$ cat config.mk
export PLATFORM = sky130hd
export DESIGN_NAME = seg_serial_display
export DESIGN_NICKNAME = d
export VERILOG_FILES = /design/src/rtl/seg_serial_display.sv
export SDC_FILE = /design/constraint.sdc
export NUM_CORES = 1
export LEC_CHECK = 0
export ABC_AREA = 1
export CAP_MARGIN = 20
export CORE_MARGIN = 8
export CORE_UTILIZATION = 36
export DETAILED_ROUTE_END_ITERATION = 8
export GPL_TIMING_DRIVEN = 0
export MAX_ROUTING_LAYER = met4
export PLACE_DENSITY_LB_ADDON = 0.15
export SLEW_MARGIN = 10
export SYNTH_ARGS = -nofsm -noshare
export SYNTH_HDL_FRONTEND = slang
export SYNTH_SLANG_ARGS = --single-unit
$ cat constraint.sdc
create_clock -name clk -period 2.1 [get_ports clk]
set_clock_uncertainty 0.1 [all_clocks]
set_input_delay 0.21 -clock clk [delete_from_list [all_inputs] [get_ports clk]]
set_output_delay 0.21 -clock clk [all_outputs]
set_load 0.1 [all_outputs]
$ cat src/rtl/seg_serial_display.sv
// Serial seven-segment display driver.
// A loaded binary value is converted to BCD one bit per cycle (shift-and-add-3),
// each digit is encoded to a segment byte, the bytes are shifted out on a
// serial clock/data pair (most-significant digit first, MSB of each byte first),
// and the frame is closed with a latch pulse and a one-cycle done pulse.
//
// Handshake: i_load is a start strobe. It is accepted only on a rising edge
// where the FSM is in IDLE (the block is "ready" exactly when dbg_state is
// IDLE). i_data is sampled on that same edge. o_busy rises on the acceptance
// edge and falls when DONE exits. Strobes seen while busy are dropped, never
// queued.
module seg_serial_display #(
  parameter int DIGITS     = 4,
  parameter int BIN_W      = 13,
  parameter int CLK_DIV    = 4,
  parameter int ACTIVE_LOW = 1,
  parameter int BLANK_LZ   = 1
) (
  input  logic             clk,
  input  logic             i_rst,
  input  logic [BIN_W-1:0] i_data,
  input  logic             i_load,
  output logic             o_busy,
  output logic             o_done,
  output logic             o_overflow,
  output logic             o_SEGClk,
  output logic             o_SEGData,
  output logic             o_SEGLatch,
  output logic [2:0]       dbg_state
);

  localparam int BCD_W  = 4 * DIGITS;
  localparam int SR_W   = 8 * DIGITS;
  localparam int CONV_W = $clog2(BIN_W + 1);
  localparam int DIV_W  = $clog2(CLK_DIV + 1);
  localparam int BIT_W  = $clog2(SR_W + 1);

  typedef enum logic [2:0] {
    S_IDLE  = 3'd0,
    S_CONV  = 3'd1,
    S_ENC   = 3'd2,
    S_SHIFT = 3'd3,
    S_LATCH = 3'd4,
    S_DONE  = 3'd5
  } state_t;

  state_t             state;
  logic [BIN_W-1:0]   bin;
  logic [BCD_W-1:0]   bcd;
  logic [BCD_W-1:0]   bcd_adj;
  logic               ovf;
  logic [CONV_W-1:0]  conv_cnt;
  logic [DIV_W-1:0]   div_cnt;
  logic [BIT_W-1:0]   bit_cnt;
  // Holds the bits still to be sent after the one currently on o_SEGData.
  logic [SR_W-2:0]    sr;
  logic [SR_W-1:0]    enc_sr;
  logic               lead;
  logic [3:0]         nib;
  logic [7:0]         seg_byte;

  assign dbg_state = state;

  // Active-high segment pattern {dp,g,f,e,d,c,b,a} for one decimal digit.
  function automatic logic [7:0] seg_of(input logic [3:0] d);
    case (d)
      4'd0:    seg_of = 8'h3F;
      4'd1:    seg_of = 8'h06;
      4'd2:    seg_of = 8'h5B;
      4'd3:    seg_of = 8'h4F;
      4'd4:    seg_of = 8'h66;
      4'd5:    seg_of = 8'h6D;
      4'd6:    seg_of = 8'h7D;
      4'd7:    seg_of = 8'h07;
      4'd8:    seg_of = 8'h7F;
      4'd9:    seg_of = 8'h6F;
      default: seg_of = 8'h00;
    endcase
  endfunction

  // Add-3 correction: every BCD nibble of 5 or more gets +3 before the shift.
  always_comb begin
    bcd_adj = bcd;
    for (int i = 0; i < DIGITS; i++) begin
      if (bcd[4*i +: 4] >= 4'd5) bcd_adj[4*i +: 4] = bcd[4*i +: 4] + 4'd3;
    end
  end

  // Segment frame: dashes on overflow, leading zeros blanked from the top
  // down (never the units digit), optional inversion applied last.
  always_comb begin
    enc_sr   = '0;
    lead     = 1'b1;
    nib      = 4'd0;
    seg_byte = 8'h00;
    for (int i = DIGITS - 1; i >= 0; i--) begin
      nib = bcd[4*i +: 4];
      if (ovf) seg_byte = 8'h40;
      else if ((BLANK_LZ != 0) && lead && (nib == 4'd0) && (i != 0)) seg_byte = 8'h00;
      else seg_byte = seg_of(nib);
      if (nib != 4'd0) lead = 1'b0;
      if (ACTIVE_LOW != 0) seg_byte = ~seg_byte;
      enc_sr[8*i +: 8] = seg_byte;
    end
  end

  // Main sequencer: conversion, encoding, serial shift, latch and done.
  always_ff @(posedge clk) begin
    if (i_rst) begin
      state      <= S_IDLE;
      bin        <= '0;
      bcd        <= '0;
      ovf        <= 1'b0;
      conv_cnt   <= '0;
      div_cnt    <= '0;
      bit_cnt    <= '0;
      sr         <= '0;
      o_busy     <= 1'b0;
      o_done     <= 1'b0;
      o_overflow <= 1'b0;
      o_SEGClk   <= 1'b0;
      o_SEGData  <= 1'b0;
      o_SEGLatch <= 1'b0;
    end else begin
      o_done <= 1'b0;
      case (state)
        S_IDLE: begin
          if (i_load) begin
            bin      <= i_data;
            bcd      <= '0;
            ovf      <= 1'b0;
            conv_cnt <= '0;
            o_busy   <= 1'b1;
            state    <= S_CONV;
          end
        end
        S_CONV: begin
          {bcd, bin} <= {bcd_adj, bin} << 1;
          // A bit leaving the top nibble means the value needs more digits.
          ovf <= ovf | bcd_adj[BCD_W-1];
          if (conv_cnt == CONV_W'(BIN_W - 1)) state <= S_ENC;
          else conv_cnt <= conv_cnt + 1'b1;
        end
        S_ENC: begin
          sr         <= enc_sr[SR_W-2:0];
          o_SEGData  <= enc_sr[SR_W-1];
          o_SEGClk   <= 1'b0;
          o_overflow <= ovf;
          div_cnt    <= '0;
          bit_cnt    <= '0;
          state      <= S_SHIFT;
        end
        S_SHIFT: begin
          if (div_cnt == DIV_W'(CLK_DIV - 1)) begin
            div_cnt <= '0;
            if (!o_SEGClk) begin
              o_SEGClk <= 1'b1;
            end else begin
              // Falling edge of the serial clock: the only point data moves.
              o_SEGClk <= 1'b0;
              if (bit_cnt == BIT_W'(SR_W - 1)) begin
                o_SEGData  <= 1'b0;
                o_SEGLatch <= 1'b1;
                state      <= S_LATCH;
              end else begin
                o_SEGData <= sr[SR_W-2];
                sr        <= sr << 1;
                bit_cnt   <= bit_cnt + 1'b1;
              end
            end
          end else begin
            div_cnt <= div_cnt + 1'b1;
          end
        end
        S_LATCH: begin
          if (div_cnt == DIV_W'(CLK_DIV - 1)) begin
            div_cnt    <= '0;
            o_SEGLatch <= 1'b0;
            o_done     <= 1'b1;
            state      <= S_DONE;
          end else begin
            div_cnt <= div_cnt + 1'b1;
          end
        end
        S_DONE: begin
          o_busy <= 1'b0;
          state  <= S_IDLE;
        end
        default: state <= S_IDLE;
      endcase
    end
  end

endmodule

==> out/qor.yml, run 1 <==
status: "completed"
power.total_mw: 6.683
slew_headroom: 0.3494
cts-root-buf: "clkbuf_16"
antenna_cells: 0
grt_start_max_net_pins: 20
dp.final_hpwl_um: 10560
clock_latency_ns: 0.36
fin_setup_tns_ns: 0
cp.arrival_ns: 1.70
postSynth.asyncResetShare: 0
p_leak_nw: 3.272
critPathKind: "reg2out"
wl_um: 14530
final_antenna_net_count: 0
slowest_delay_ns: 0.85
slew_viol_final: 0
crit_buf_inv: 2
gr-total-overflow: 0
antenna_found_initial: 0
layout-drive-gt1-share: 0.2012
tightest_slew_ns: 0.9799
vias_per_cell: 4.881
clkTransAtPathRegs_ns: 0.08
synth_top_family_by_area: "simple AND/OR/NAND/NOR gates"
die_area_um2: 20720
io_pins: 25
ys_ff_latch: 111
synthToLayoutAreaGrowth_pct: 20.34
hold_viol_final: 0
min-delay-path-class: "in2reg"
yosys.area_share.simple: 0.3173
synth_area_per_cell_um2: 7.547
cts_buffers: 9
place.gp.congestion: 0.8703
core_um2: 15940
cts_tree: "done"
synth-edff-count: 0
cap_violations: 0
crit_path_end_kind: "primary output"
start_util: 0.3697
drt_iter0_drc: 331
synth-xor-area-share: 0.002972
final_nets: 894
drc: 0
max-vdd-ir-drop_mv: 0.4567
port_buffers: 24
die_y_um: 144.0
synth_cell_types: 45
max_clock_freq_mhz: 496.8
crit_path_start_kind: "register"
cts_sinks: 111
syn_inst: 781
post-route-min-period_ns: 2.013
cp_cell_sequence: "buf_4 > dlygate4sd2_1"
stdcell_count: 1061
setup_violations: 0
seq_area_frac_synth: 0.3770
muxShareOfSynthArea: 0
yosysWarningCount: 0
critPathTopFamily: "buffers and inverters"
grt_pass1_vias: 4859
synth_fa_ha_area_frac: 0.08066
die_w_um: 144.0
powerDensity_nw_per_um2: 942.2
htreeDepth: 3
firstDrtPassIters: 7
period_share: 0.9586
cts_max_path_buffers: 2
wl_per_cell_um: 13.69
track_usage: 0.1530
num_vias: 5179
synthFlopType: "dfxtp_1"
critical_path.max_fanout: 5
rows: 46
cpMaxStageDelayCell: "dlygate4sd2_1"
syn_nets: 835
grt_pass1_wl_um: 24390
required_ns: 1.79
synth_area_um2: 5894
synth_compound_area_frac: 0.1327
dp_cells: 1021
-- cell families after synthesis --
family	count (synthesis)
flops	111
compound gates	137
buf+inv	111
xor+xnor	2
simple gates	382
fa+ha+maj	38
-- path summary, 6_finish.rpt --
check	cells after the start	start	endpoint	slack [ns]
max	2	dbg_state[1]$_SDFFE_PP0P_	dbg_state[1]	0.09
min	3	i_data[0]	bin[0]$_SDFFE_PP0N_	0.34
max reg2reg	13	bcd[8]$_SDFFE_PP0N_	register	0.09
min reg2reg	2	o_SEGLatch$_SDFFE_PP0P_	o_SEGLatch$_SDFFE_PP0P_	0.35
-- final cells by class --
type                       count  area (µm²)
timing repair buffer          50       422.9
multi-input combinational    559        3309
clock buffer                   9       225.2
clock inverter                 7       83.83
inverter                      84       359.1
sequential                   111        2251
fill                        1606        8850
buffer                        25       171.4
tap                          216       270.3
-- placed cells by master, fill, tap and decap left out, drive strengths merged, types with 2 or more instances in the layout --
| cell type | n |
|---|---|
| o31ai | 2 |
| clkinv | 6 |
| inv | 84 |
| nor2 | 99 |
| nand4 | 12 |
| nand3 | 60 |
| dlygate4sd2 | 10 |
| o221ai | 11 |
| nand2 | 184 |
| clkbuf | 19 |
| o21ai | 64 |
| buf | 41 |
| dfxtp | 111 |
| a21oi | 54 |
| nor3 | 5 |
| nand3b | 19 |
| ha | 38 |
| clkdlybuf4s50 | 14 |
-- routing by layer --
layer  vias up  track usage  wire [µm]
met5         -            -          0
met4         0      0.05257        294
met3        22      0.03152        465
met2        86       0.2429       6839
met1      2401       0.1896       6931
li1       2670            -          -
-- metrics by stage --
step / hold WS [ns] / util / area [µm²] / worst slack (ns)
after floorplan: 0.2584 / - / 5916 / 0.01133
after global placement: 0.3416 / 0.4031 / 6426 / -0.3901
after detailed placement: 0.3485 / 0.4031 / 6426 / -0.4389
after CTS: 0.3413 / 0.4277 / 6819 / 0.0007341
after global routing: 0.3463 / 0.4449 / 7093 / -0.02614
final: 0.3440 / 0.4449 / 7093 / 0.08696
-- what timing repair did --
action                                  in CTS  in global routing
hold buffers                                 0                  0
resized for setup                           26                 56
buffers inserted                             4                 22
pin swaps                                    5                 19
endpoints found under the setup margin      35                 39
-- worst min-delay path, cell delays in order --
cell	delay [ns]
clkdlybuf4s50_1	0.40
nand2_1	0.07
a21oi_1	0.06
-- Yosys cell counts (2+ instances only) --
| cell type | instances | area share |
|---|---|---|
| nor2_2 | 3 | 0.0032 |
| clkbuf_1 | 10 | 0.0064 |
| buf_4 | 5 | 0.0064 |
| nor2_1 | 92 | 0.059 |
| inv_1 | 69 | 0.044 |
| dfxtp_1 | 111 | 0.38 |
| nand3_1 | 50 | 0.042 |
| o221ai_1 | 11 | 0.016 |
| nand3b_1 | 19 | 0.024 |
| nor3_1 | 3 | 0.0025 |
| a21oi_2 | 4 | 0.0059 |
| nand2_2 | 12 | 0.013 |
| nand3_4 | 3 | 0.0089 |
| nor2_4 | 3 | 0.0057 |
| o21ai_0 | 58 | 0.049 |
| a21oi_1 | 50 | 0.042 |
| nand2_4 | 11 | 0.021 |
| o31ai_1 | 2 | 0.0025 |
| o21ai_2 | 3 | 0.0045 |
| nor3_2 | 2 | 0.0034 |
| nand4_1 | 12 | 0.013 |
| buf_2 | 4 | 0.0034 |
| inv_4 | 4 | 0.0042 |
| nand3_2 | 7 | 0.012 |
| o21ai_1 | 2 | 0.0017 |
| ha_1 | 38 | 0.081 |
| inv_2 | 9 | 0.0057 |
| buf_6 | 7 | 0.013 |
| nand2_1 | 161 | 0.10 |
-- report_power, final --
part	switching (mW)	internal (mW)	total, mW
Clock	0.825	0.943	1.77
Combinational	1.51	0.735	2.24
Sequential	0.213	2.46	2.67
Total	2.55	4.14	6.68
(Power assumes the default switching activity.)
==> run 2: changes to the inputs <==
Settings changed: CELL_PAD_IN_SITES_DETAIL_PLACEMENT set to 1, CELL_PAD_IN_SITES_GLOBAL_PLACEMENT set to 1, SKIP_CTS_REPAIR_TIMING set to 1.
==> out/qor.yml, run 2 (synthesized netlist as in run 1, its figures left out) <==
antenna_cells: 0  # unchanged
stdcell_count: 1066  # +0.47%
period_share: 0.9658  # +0.007192
min-delay-path-class: "in2reg"
critPathKind: "reg2reg"
dpl_worst_slack_ns: -0.5133  # -0.07434 ns
grt_pass1_vias: 5408  # +11%
antenna_found_initial: 0  # unchanged
num_vias: 5221  # +0.81%
cpMaxStageDelayCell: "dfxtp_4"
slowest_delay_ns: 0.37  # -0.48 ns
clkTransAtPathRegs_ns: 0.08  # about the same
grt_start_max_net_pins: 18  # -10%
p_comb_frac: 0.347  # +0.011
max_clock_freq_mhz: 493.1  # -0.74%
drt_iter0_drc: 272  # -18%
dp.final_hpwl_um: 12150  # +15%
final_antenna_net_count: 0  # unchanged
setup_violations: 0  # unchanged
final_nets: 899  # +0.56%
synthToLayoutAreaGrowth_pct: 23.18
critical_path.max_fanout: 15  # +10
crit_buf_inv: 5  # +3
dp_cells: 1021  # unchanged
fill_cells: 1989  # +24%
die_w_um: 144.0  # unchanged
status: "completed"
die_y_um: 144.0  # unchanged
die_area_um2: 20720  # unchanged
fin_setup_tns_ns: 0  # unchanged
regArea_um2: 2255  # +0.17%
rows: 46  # unchanged
powerDensity_nw_per_um2: 966.9  # +2.6%
layout_common_cells: "nand2_1, dfxtp_1, nor2_1, o21ai_0, inv_1"
switchingPower_mw: 2.644  # +3.7%
place.gp.congestion: 0.8135  # -6.5%
grt_pass1_wl_um: 27440  # +13%
power_switching_share: 0.3766  # -0.004712
cts-root-buf: "clkbuf_16"
start_util: 0.3697  # unchanged
setup_slack_ns: 0.07186  # -0.01510 ns
firstDrtPassIters: 4  # -3
cts_sinks: 111  # unchanged
cts_max_path_buffers: 2  # unchanged
gr-total-overflow: 0  # unchanged
slew_headroom: 0.3474  # -0.001979
critPathTopFamily: "buffers and inverters"
crit_path_start_kind: "register"
hold_viol_final: 0  # unchanged
track_usage: 0.1723  # +0.01933
drc: 0  # unchanged
holdWs_ns: 0.3354  # -0.008587 ns
seqPwrFrac: 0.382  # -0.018
tightest_slew_ns: 0.9773  # -0.002521 ns
vias_per_cell: 4.898  # +0.34%
cp_cell_sequence: "inv_6 > nand3_4 > buf_12 > inv_16 > nand3_2 > a21oi_4 > buf_4 > ha_1 > inv_1 > nand3_2 > nand2_1 > nor2_1 > nor2_1"
cts_buffers: 9  # unchanged
wl_um: 16900  # +16%
clock_latency_ns: 0.35  # about the same
rsz0062_at_grt: "true"
htreeDepth: 3  # unchanged
layout-drive-gt1-share: 0.2247  # +0.02352
p_int_mw: 4.377  # +5.8%
power.total_mw: 7.021  # +5.0%
wl_per_cell_um: 15.85  # +16%
slew_viol_final: 0  # unchanged
cp.arrival_ns: 2.18  # +0.48 ns
max-vdd-ir-drop_mv: 0.4846  # +6.1%
core_um2: 15940  # unchanged
post-route-min-period_ns: 2.028  # +0.01510 ns
port_buffers: 24  # unchanged
pwr-share-clk: 0.271  # +0.006
cap_violations: 0  # unchanged
io_pins: 25  # unchanged
multi_input_area_um2: 3367  # +1.7%
required_ns: 2.25  # +0.46 ns
p_leak_nw: 3.458  # +5.7%
crit_path_end_kind: "register"
cts_tree: "done"
layout_commonest_cell: "nand2_1"
-- run 2: changes by cell type in the layout (fill, tap and decap cells not counted), moves of 3 or more --
cell,delta
dlymetal6s2s_1,+10
dlygate4sd2_1,-10
nand3_1,-5
nor2_2,+4
buf_4,+4
nor2_1,-4
inv_2,+3
nand3_2,+7
-- run 2: final timing paths --
check	start	end	slack (ns)	depth (start not counted)
max	dbg_state[2]$_SDFFE_PP0P_	register	0.07	13
min reg2reg	o_SEGLatch$_SDFFE_PP0P_	o_SEGLatch$_SDFFE_PP0P_	0.36	2
max reg2reg	dbg_state[2]$_SDFFE_PP0P_	register	0.07	13
min	i_data[0]	bin[0]$_SDFFE_PP0N_	0.34	3
-- run 2: per-layer routing --
layer  share of wire  global-route usage
met5               0                   -
met4           0.014             0.05534
met3           0.022             0.02820
met2            0.49              0.2809
met1            0.48              0.2135
-- run 2: power by group through the flow --
stage / registers, mW / logic (mW) / clock network, mW
after floorplan: 2.96 / 1.33 / 0
after global placement: 2.71 / 2.13 / 0
after detailed placement: 2.72 / 2.20 / 0
after CTS: 2.68 / 2.21 / 1.94
after global routing: 2.73 / 2.68 / 2.03
final: 2.68 / 2.43 / 1.90
-- run 2: worst min-delay path, stage by stage --
cell             delay [ns]
clkdlybuf4s50_1        0.40
nand2_1                0.08
a21oi_1                0.06
-- run 2: layout make-up --
class,instances,area share
Inverter,84,0.04946
Multi-Input combinational cell,559,0.4637
Clock inverter,4,0.01051
Buffer,26,0.02705
Tap cell,216,0.03722
Timing Repair Buffer,54,0.06755
Clock buffer,12,0.03395
Sequential cell,111,0.3105
-- run 2: stage by stage --
stage          instance area, µm²  utilization
2_1_floorplan                5916            -
3_3_place_gp                 6426       0.4031
3_5_place_dp                 6426       0.4031
4_1_cts                      6749       0.4233
5_1_grt                      7261       0.4554
6_report                     7261       0.4554
